**src/rtl/bcd_pkg.sv**
```systemverilog
// Shared types and helpers for the BCD countdown timer and its digit cells.
package bcd_pkg;

  typedef enum logic [1:0] {
    ST_IDLE = 2'd0,
    ST_RUN  = 2'd1,
    ST_ZERO = 2'd2
  } state_e;

  localparam logic [3:0] BCD_MAX = 4'd9;

  // Non-BCD load codes (10..15) saturate to the largest legal digit.
  function automatic logic [3:0] clamp_digit(input logic [3:0] d);
    return (d > BCD_MAX) ? BCD_MAX : d;
  endfunction

endpackage

```
**src/rtl/bcd_down_digit.sv**
```systemverilog
// One BCD decade that counts down 9..0 with wrap and a borrow to the next decade.
module bcd_down_digit
  import bcd_pkg::*;
(
  input  logic       clk,
  input  logic       rstn,
  input  logic       load,
  input  logic [3:0] d,
  input  logic       en,
  output logic [3:0] q,
  output logic       zero,
  output logic       borrow
);

  logic [3:0] q_q;
  logic [3:0] q_d;

  always_comb begin
    q_d = q_q;
    if (load) begin
      q_d = d;
    end else if (en) begin
      q_d = (q_q == 4'd0) ? BCD_MAX : (q_q - 4'd1);
    end
  end

  always_ff @(posedge clk or negedge rstn) begin
    if (!rstn) begin
      q_q <= 4'd0;
    end else begin
      q_q <= q_d;
    end
  end

  assign q      = q_q;
  assign zero   = (q_q == 4'd0);
  assign borrow = en & zero;

endmodule

```
**src/rtl/bcd_countdown.sv**
```systemverilog
// Loadable 3-decade BCD countdown timer with expiry pulse and optional auto-reload.
module bcd_countdown
  import bcd_pkg::*;
#(
  parameter int AUTO_RELOAD = 0
) (
  input  logic       clk,
  input  logic       rstn,
  input  logic       load,
  input  logic [3:0] d_ones,
  input  logic [3:0] d_tens,
  input  logic [3:0] d_hundreds,
  input  logic       start,
  input  logic       en,
  output logic [3:0] ones,
  output logic [3:0] tens,
  output logic [3:0] hundreds,
  output logic       busy,
  output logic       done
);

  state_e      state_q, state_d;
  logic        done_q, done_d;
  logic [11:0] reload_q, reload_d;

  logic [11:0] load_val;
  logic        tick, expire, reload_now;
  logic        dig_load;
  logic [11:0] dig_val;
  logic        o_zero, t_zero, h_zero;
  logic        o_borrow, t_borrow, h_borrow_unused;

  assign load_val   = {clamp_digit(d_hundreds), clamp_digit(d_tens), clamp_digit(d_ones)};
  // Load outranks any tick in the same cycle, so ticks are masked by load.
  assign tick       = (state_q == ST_RUN) && en && !load;
  assign expire     = tick && h_zero && t_zero && (ones == 4'd1);
  assign reload_now = (AUTO_RELOAD != 0) && expire;
  assign dig_load   = load || reload_now;
  assign dig_val    = load ? load_val : reload_q;

  bcd_down_digit u_ones (
    .clk(clk), .rstn(rstn), .load(dig_load), .d(dig_val[3:0]), .en(tick),
    .q(ones), .zero(o_zero), .borrow(o_borrow)
  );

  bcd_down_digit u_tens (
    .clk(clk), .rstn(rstn), .load(dig_load), .d(dig_val[7:4]), .en(o_borrow),
    .q(tens), .zero(t_zero), .borrow(t_borrow)
  );

  bcd_down_digit u_hundreds (
    .clk(clk), .rstn(rstn), .load(dig_load), .d(dig_val[11:8]), .en(t_borrow),
    .q(hundreds), .zero(h_zero), .borrow(h_borrow_unused)
  );

  always_comb begin
    state_d  = state_q;
    reload_d = reload_q;
    done_d   = expire;
    if (load) begin
      state_d  = ST_IDLE;
      reload_d = load_val;
    end else begin
      case (state_q)
        ST_IDLE: if (start && !(o_zero && t_zero && h_zero)) state_d = ST_RUN;
        ST_RUN:  if (expire && (AUTO_RELOAD == 0)) state_d = ST_ZERO;
        ST_ZERO: state_d = ST_ZERO;
        default: state_d = ST_IDLE;
      endcase
    end
  end

  always_ff @(posedge clk or negedge rstn) begin
    if (!rstn) begin
      state_q  <= ST_IDLE;
      done_q   <= 1'b0;
      reload_q <= 12'h000;
    end else begin
      state_q  <= state_d;
      done_q   <= done_d;
      reload_q <= reload_d;
    end
  end

  assign busy = (state_q == ST_RUN);
  assign done = done_q;

endmodule

```
**config.mk**
```make
export PLATFORM = sky130hd
export DESIGN_NAME = bcd_countdown
export DESIGN_NICKNAME = d
export VERILOG_FILES = /design/src/rtl/bcd_pkg.sv /design/src/rtl/bcd_down_digit.sv /design/src/rtl/bcd_countdown.sv
export SDC_FILE = /design/constraint.sdc
export NUM_CORES = 1
export LEC_CHECK = 0
export ABC_AREA = 1
export CAP_MARGIN = 20
export CELL_PAD_IN_SITES_DETAIL_PLACEMENT = 1
export CELL_PAD_IN_SITES_GLOBAL_PLACEMENT = 1
export CORE_MARGIN = 3
export CORE_UTILIZATION = 33
export CTS_CLUSTER_DIAMETER = 50
export CTS_CLUSTER_SIZE = 10
export DETAILED_ROUTE_END_ITERATION = 16
export PLACE_DENSITY = 0.88
export SLEW_MARGIN = 20
export SYNTH_ARGS = -nofsm -noshare
export SYNTH_HDL_FRONTEND = slang
export SYNTH_SLANG_ARGS = --single-unit
```
**constraint.sdc**
```tcl
create_clock -name clk -period 4.1 [get_ports clk]
set_clock_uncertainty 0.1 [all_clocks]
set_input_delay 1.23 -clock clk [delete_from_list [all_inputs] [get_ports clk]]
set_output_delay 1.23 -clock clk [all_outputs]
set_load 0.01 [all_outputs]
```
==> impl_summary.md <==
Run
Max-cap violations in this run came to 0.

Power and ir drop
The maximum ir drop on the vdd rail is 0.253 mV. The total chip power is 582 uW. The total leakage power is 0.000654 uW.

Power spread over the standard cell area amounts to 446 nW/um2.

Run status
The flow ran to the end, and the final reports show no timing, DRC or antenna violations.

Drt
The post-detailed-route DRC marker count is 0. The routed layout has 1048 vias. Summed over all layers, the routed wires come to 2980 um. In this run, the number of DRC markers left after iteration 0 of detailed routing was 24. For this run, the detailed router's first-pass iteration total came to 4. The residual antenna-violating net count after detailed routing is 0.

The average wire length per cell after detail routing is 14.7 um. The number of vias per cell is roughly 5.2.

Clock network
In this run, post-CTS repair resized a total of 0 instances. The maximum clock insertion buffer count is 2. Clock latency on the worst-skew pair, taken at its later pin, is around 0.30 ns.

TritonCTS created 3 clock buffers. The master cell of the clock root buffer is clkbuf_4. The number of buffers inserted for hold repair after clock tree synthesis is 0. After clock tree synthesis, the clock-pin slew on the worst setup and hold paths is 0.10 ns. The clock sink total is 15. The CTS tree is done. Post-CTS timing repair inserted 0 buffers for setup. In this run the number of H-tree levels came out at 1.

Finish
Counting the fill cells in the layout gives ~350. Summing all multi-input logic gate instances after layout gives 472 um2. The register area is 375 um2. 0 antenna diodes ended up in the layout.

From synthesis to final layout, the design area changed by 37.2%. At the end of the flow, the number of nets in the layout was ~190. The fraction of layout cells with a size suffix above 1 is 5.78%.

Die
The floorplan step set the die width to 59.7 um. The floorplan has 18 rows. The initial standard-cell utilization of the core is 36.4%. The vertical die dimension is 59.7 um. The die covers approximately 3600 um2. During I/O placement, the number of pins put on the boundary was 31. The area inside the core boundary is 2610 um2.

GRT
The number of global-route vias before repair is approximately 1200. The routing usage on met3 is 3.24%. The first-pass GRT wire length is 5090 um. The total global-route track usage is 19.0%. The number of antenna violations at the first check in global routing is 0. For this run, global-route usage on met2 was measured as between 30% and 40%.

The pin count of the biggest net entering global routing is 16. The met1 usage is 21.1%. The layer flagged by global routing as most heavily used is met2. The total overflow left after global routing is 0.

Worst setup path
STA classifies the critical path startpoint as a flip-flop. STA classifies the critical path endpoint as an output pin. STA puts the critical path data required time at around 2.8 ns. For the worst setup path, the data arrival time is 1.54 ns. The critical path class is flip-flop to output pin. The critical-path maximum fanout is 3.

Traced cell by cell, the critical path runs through inv_1 > ha_1 > clkdlybuf4s50_1. The family with the most delay on the worst path is buffers and inverters. The sum of buffers and inverters on the critical path is 2. On the worst path, the slowest cell contributes a delay of between 0.5 and 0.6 ns. On the critical path, the stage with the largest delay is an instance of clkdlybuf4s50_1.

Logic synthesis
The gate count after technology mapping is 141. Summing every instance area after synthesis gives 951 um2. The flip-flop and latch count after synthesis is 15.

The share of synthesized registers carrying an async set or reset is 100%. The number of warnings reported in the yosys synthesis log is 0. Sorting the synthesized cells by how often they occur yields 35 x nand2_1, 23 x inv_1, 20 x nor2_1, 15 x dfrtp_1, 9 x nand3_1. After synthesis, the cell types taking the most area are dfrtp_1 39%, nand2_1 14%, inv_1 9.1%. A synthesized cell averages roughly 6.7 um2.

After synthesis, flip-flops and latches occupy 39.5% of the total area. The cell accounting for the most synthesized area is dfrtp_1. The share of synthesized area in the top cell type comes to between 30% and 40%. By instance count, the leading cell after synthesis is nand2_1. Synthesis produced a netlist with a net count of 160.

In the synthesized netlist the dominant register cell turns out to be dfrtp_1. The number of flops mapped to enable cells by yosys is 0. The distinct cell type count of the synthesized netlist is 22.

STA
The worst path needs 2.87 ns of the cycle, external delays included. The number of endpoints failing setup at the final stage is 0. The setup total negative slack is 0 ns. Hold is met by about 0.40 ns. The count of pins over their slew limit is 0. The number of hold violations in the final report is 0. The highest achievable clock rate is about 350 MHz. The worst path uses about 70% of the clock period.

Setup repair after global routing left no endpoint under its margin. At the pin with the least slew margin, the transition time is ~0.74 ns. The headroom to the max-slew limit is roughly half. In the post-route analysis, the smallest setup slack over all paths is 1.23 ns.

Placed design
The final RePlAce weighted congestion is 0.863. Once detailed placement completed, the half-perimeter wirelength came to 2400 um. The worst-case setup slack after placement is 0.928 ns. Input and output buffers added on the ports amount to 30.

Worst hold path
In this run the worst hold path is classified as flip-flop to flip-flop.
-- worst paths after layout --
path                                   endpoint  depth (start not counted)  slack (ns)  startpoint
max in group asynchronous       u_hundreds.q[0]                          1        2.18        rstn
worst min register to register       state_q[1]                          2        0.40  state_q[1]
worst max-delay path                       busy                          3        1.23  state_q[1]
min in group asynchronous           u_tens.q[1]                          1        1.26        rstn
worst max register to register  u_hundreds.q[3]                          8        2.34  state_q[1]
worst min-delay path                 state_q[1]                          2        0.40  state_q[1]
-- area by class of cell --
class                      count  share of cell area (%)
clock buffer                   4                    2.01
inverter                      25                    7.19
multi-input combinational     99                    36.1
sequential                    15                    28.8
tap                           30                    2.88
timing repair buffer          30                    23.0
-- cells in the final DEF, fill, tap and decap left out, drive strengths merged --
cell / n
nand4: 1
nor2: 23
nor4: 1
nand3b: 1
nand3: 9
o211ai: 3
o22ai: 2
nor3: 1
or2: 1
dfrtp: 15
ha: 2
a21oi: 6
nand2: 37
clkbuf: 4
o21ai: 10
inv: 25
a31oi: 2
clkdlybuf4s50: 30
-- registers in the layout, summed over array words and instances, names as in the netlist --
signal	cells
u_hundreds.q	4
u_ones.q	4
u_tens.q	4
state_q	2
done	1
-- kinds of logic after synthesis --
kind of cell | Yosys count | share of synthesized area (%)
simple gates | 74 | 33.6
buf+inv | 27 | 10.9
compound gates | 23 | 13.4
flops | 15 | 39.5
fa+ha+maj | 2 | 2.63
-- routing by layer --
metal,vias to the layer above,wire length [um]
li1,510,-
met1,500,1240
met2,27,1520
met3,11,106
met4,0,102
met5,-,0
-- through the flow --
| step | utilization (%) | cells | area [um2] |
|---|---|---|---|
| final | 50.0 | 203 | 1310 |
| after global routing | 50.0 | 203 | 1310 |
| after detailed placement | 48.9 | 199 | 1280 |
| after floorplan | - | 141 | 951 |
| after CTS | 50.0 | 203 | 1310 |
| after global placement | 48.9 | 199 | 1280 |
-- worst min-delay path: cells and delay by family, from the launching register on --
kind,cells,cell delay (ns)
and+or+nand+nor,2,0.11
DFF,1,0.36
-- power breakdown --
group          internal (uW)  switching, uW
Combinational            124            142
Sequential               183           41.4
Clock                   38.0           54.2
(Power assumes the default switching activity.)
